File: src/rtl/kgp_rf_pkg.sv
`timescale 1ns/1ps
// kgp_rf_pkg: shared sizing and types for the KGP-RISC register file.
package kgp_rf_pkg;

  localparam int unsigned DATA_W   = 32;
  localparam int unsigned ADDR_W   = 5;
  localparam int unsigned NUM_REGS = 32;
  localparam int unsigned ZERO_REG = 0;

  typedef logic [ADDR_W-1:0] reg_addr_t;
  typedef logic [DATA_W-1:0] reg_data_t;

  localparam reg_addr_t ZERO_ADDR = reg_addr_t'(ZERO_REG);

endpackage

File: src/rtl/decoder_5_32.sv
`timescale 1ns/1ps
// decoder_5_32: one-hot write-enable decoder, all-zero output when disabled.
module decoder_5_32
  import kgp_rf_pkg::*;
(
  input  logic                en,
  input  logic [ADDR_W-1:0]   addr,
  output logic [NUM_REGS-1:0] dec
);

  always_comb begin
    dec = '0;
    if (en) dec[addr] = 1'b1;
  end

endmodule

File: src/rtl/reg_file_wb.sv
`timescale 1ns/1ps
// reg_file_wb: 32x32 register file with one decoded write port and two async read ports.
// Define REGFILE_BYPASS_EN to forward same-cycle write data onto matching read ports.
module reg_file_wb
  import kgp_rf_pkg::*;
(
  input  logic              clk,
  input  logic              rst,
  input  logic              wr_en,
  input  logic [ADDR_W-1:0] wr_addr,
  input  logic [DATA_W-1:0] wr_data,
  input  logic [ADDR_W-1:0] rs_addr,
  input  logic [ADDR_W-1:0] rt_addr,
  output logic [DATA_W-1:0] rs_data,
  output logic [DATA_W-1:0] rt_data,
  output logic              wr_ack,
  output logic [15:0]       wr_count
);

  logic [NUM_REGS-1:0] dec_we;
  logic [NUM_REGS-1:0] we;
  reg_data_t           regs_q [NUM_REGS];
  reg_data_t           regs_d [NUM_REGS];
  logic                wr_ack_q, wr_ack_d;
  logic [15:0]         wr_count_q, wr_count_d;

  decoder_5_32 u_dec (
    .en   (wr_en),
    .addr (wr_addr),
    .dec  (dec_we)
  );

  // The decoder is address-agnostic; the hardwired-zero slot is masked here.
  assign we = dec_we & ~(NUM_REGS'(1) << ZERO_REG);

  always_comb begin
    for (int unsigned i = 0; i < NUM_REGS; i++) begin
      regs_d[i] = regs_q[i];
      if (we[i]) regs_d[i] = wr_data;
    end
    wr_ack_d   = wr_en && (wr_addr != ZERO_ADDR);
    wr_count_d = wr_count_q + {15'b0, wr_ack_d};
  end

  always_ff @(posedge clk or negedge rst) begin
    if (!rst) begin
      regs_q     <= '{default: '0};
      wr_ack_q   <= 1'b0;
      wr_count_q <= '0;
    end else begin
      regs_q     <= regs_d;
      wr_ack_q   <= wr_ack_d;
      wr_count_q <= wr_count_d;
    end
  end

  always_comb begin
    rs_data = (rs_addr == ZERO_ADDR) ? '0 : regs_q[rs_addr];
    rt_data = (rt_addr == ZERO_ADDR) ? '0 : regs_q[rt_addr];
`ifdef REGFILE_BYPASS_EN
    if (wr_ack_d && (rs_addr == wr_addr)) rs_data = wr_data;
    if (wr_ack_d && (rt_addr == wr_addr)) rt_data = wr_data;
`endif
  end

  assign wr_ack   = wr_ack_q;
  assign wr_count = wr_count_q;

endmodule

File: config.mk
export PLATFORM = sky130hd
export DESIGN_NAME = reg_file_wb
export DESIGN_NICKNAME = d
export VERILOG_FILES = /design/src/rtl/kgp_rf_pkg.sv /design/src/rtl/decoder_5_32.sv /design/src/rtl/reg_file_wb.sv
export SDC_FILE = /design/constraint.sdc
export NUM_CORES = 2
export LEC_CHECK = 0
export ABC_CLOCK_PERIOD_IN_PS = 2700
export BUFFER_PORTS_ARGS = -buffer_cell sky130_fd_sc_hd__clkbuf_2
export CORE_ASPECT_RATIO = 0.75
export CORE_MARGIN = 1.5
export CORE_UTILIZATION = 50
export DETAILED_ROUTE_END_ITERATION = 10
export HOLD_SLACK_MARGIN = 0.12
export PLACE_DENSITY = 0.65
export SYNTH_ARGS = -nofsm -noshare
export SYNTH_HDL_FRONTEND = slang
export SYNTH_SLANG_ARGS = --single-unit
export TNS_END_PERCENT = 10
File: constraint.sdc
create_clock -name clk -period 2.7 [get_ports clk]
set_clock_uncertainty 0.1 [all_clocks]
set_input_delay 0.54 -clock clk [delete_from_list [all_inputs] [get_ports clk]]
set_output_delay 0.54 -clock clk [all_outputs]
set_load 0.01 [all_outputs]
==> results.toml <==
[clock_tree]
clk_path_buf_depth = 3
cts_tree = "done"
htree_levels = 3
cts-root-buf = "clkbuf_16"
cts_inserted_buffers = 105
cts_sinks = 1009
clk_pin_slew_ns = 0.06
worstSkewPairLatency_ns = 0.70

[sta]
tightest_slew_ns = 0.760
hold_viol = 0
setup_slack_ns = -0.374
fmax_mhz = 325
final-setup-viol-count = 64
fin_crit_ns = 3.07
drv_slew = 0
fin_hold_ws_ns = 0.230
rsz0062_at_grt = "yes"
fin_setup_tns_ns = -16.02
slew_headroom = 0.493
finalCritPeriodShare = 1.14

[final_layout]
drive_above_1_share = 0.483
num-fill-cells = 8400
fin_util = 0.608
nets = 4481
layout_common_cells = "mux2_2 (1,054), dfrtp_1 (1,009), mux2i_1 (641)"
area_growth_syn_to_layout_pct = 20.3
final_common_cell = "mux2_2"
fin_cells = 5958
final_cell_area_mm2 = 0.0654

[power_and_ir_drop]
p_leak_nw = 29.6
p_per_area_mw_per_mm2 = 702
ir_worst_vdd_v = 0.000561
finalPower_mw = 45.9

[logic_synthesis]
synth.area.top_cells = "dfrtp_1 (46%), mux2_2 (22%), mux2i_1 (12%)"
yosysUniqueCellTypes = 47
syn_area_mm2 = 0.0544
syn-num-nets = 4167
synthCells = 4114
yosys.area.top_type = "dfrtp_1"
yosys.area.top_type_share = 0.464
yosysWarnings = 0
yosysSeqAreaShare = 0.464
ys_ff_latch = 1009
syn_area_per_cell_um2 = 13.2

[die]
rows = 104
die_x_um = 384
dieArea_mm2 = 0.111
ios = 131
core_area_mm2 = 0.108
die_h_um = 289
start_util = 0.505

[place]
place_ws_ns = -0.670
hpwl_um = 120000
placed_cells = 5756
placed_cell_area_mm2 = 0.0607
portBuffers = 130
routabilityCongestion = 0.873

[drt]
drc = 22
drt_iter0_drc = 3853
wl_um = 184000
avgRoutedWirePerCell_um = 30.9
viasPerCell = 6.58
drt-pass1-iter-count = 11
vias = 39221
ant_nets = 0

[min_path]
hold_path_class = "input port to async pin"

[global_route]
grt_use_met3 = 0.0791
grt_max_degree = 100
grtUsageMet2 = 0.496
grt_pass1_wl_um = 272000
grt_busiest_layer = "met2"
grt_use_met1 = 0.478
grtUsageTotal = 0.332
grt-ovfl-total = 0
grt_pass1_vias = 39248
antenna_found_initial = 7

[worst_setup_path]
critPathRequiredTime_ns = 2.06
ff2ff_path_depth = 6
cp.arrival_ns = 2.43
critPathCaptureType = "primary output"
startpoint_type = "input port"
crit_type = "input port to primary output"
crit_fanout = 12

[run_status]
violations = "DRC, setup timing"
outcome = "finished, violations left"

[run]
drv_cap = 0
## final cells by class
class / instances / area [µm²] / share of cell area
Timing Repair Buffer: 633 / 6680 / 0.102
Antenna cell: 12 / 30.0 / 0.000459
Inverter: 1 / 3.75 / 0.0000574
Tap cell: 1431 / 1790 / 0.0274
Clock inverter: 31 / 409 / 0.00625
Sequential cell: 1009 / 25200 / 0.386
Multi-Input combinational cell: 2678 / 28100 / 0.430
Clock buffer: 163 / 3140 / 0.0480
## cells by family (layout without fill, tap and decap cells)
family / after synthesis / count (layout) / synth area share
buffers and inverters: 427 / 828 / 0.0417
xor gates and xnor gates: 14 / 14 / 0.00225
AOI/OAI and AO/OA: 510 / 510 / 0.0662
other: 0 / 12 / 0
adders and majority gates: 3 / 3 / 0.000690
DFF: 1009 / 1009 / 0.464
muxes: 1826 / 1826 / 0.390
and+or+nand+nor: 325 / 325 / 0.0349
## cell usage after synthesis (all sizes together)
master      n
xor2        4
a22oi      63
and2        3
o22ai     256
nand4       5
a221o      63
dfrtp    1009
or2         6
a211oi     32
and3b       1
and3        2
a22o       31
xnor2      10
mux4      129
nand2      30
inv         1
mux2     1056
nor4       34
a31oi      31
clkbuf    181
nand3b      3
mux2i     641
nand3       5
a21boi      1
o2bb2ai     1
nor3b       4
nand2b      8
ha          3
and4        1
nor2b      37
nor2       23
a21oi      32
nor3      163
buf       245
## sequential cells by signal, summed over array words and instances, names as in the netlist
name and cells:
wr_ack 1, wr_count 16, regs_q 992
## path summary, 6_finish.rpt
path                                             start                       to  slack (ns)
worst max-delay path                        rt_addr[1]              rt_data[19]       -0.37
worst min-delay path                               rst  regs_q[352]$_DFFE_PN0P_        0.23
worst max register to register   wr_count[0]$_DFF_PN0_   wr_count[14]$_DFF_PN0_        1.02
worst min register to register  wr_count[15]$_DFF_PN0_   wr_count[15]$_DFF_PN0_        0.37
max in group asynchronous                          rst  regs_q[510]$_DFFE_PN0P_        1.25
min in group clk                                 wr_en         wr_ack$_DFF_PN0_        0.23
## routing by layer
metal / up-vias / wire [µm]
met2: 1823 / 81100
met4: 2 / 5860
met3: 331 / 17000
met5: - / 13
li1: 16325 / -
met1: 20740 / 80300
## where the power goes
part / internal [mW] / switching (mW) / total (mW)
Clock: 8.83 / 6.37 / 15.2
Sequential: 18.1 / 2.40 / 20.5
Combinational: 5.69 / 4.53 / 10.2
## worst max-delay path, stage by stage
cell and delay (ns):
buf_16 0.15, buf_6 0.14, nand2b_4 0.20, buf_12 0.19, buf_4 0.16, o22ai_1 0.13, nor3_1 0.12, nor4_4 0.54
clkbuf_2 0.23
## timing repair
item	CTS	global route
pin swaps	76	13
hold buffers	1	0
cloned	3	0
resized for setup	171	34
setup buffers	12	1
setup endpoints to repair	64	64
hold endpoints to repair	392	0
No activity file was read; power rests on OpenSTA's default activity.
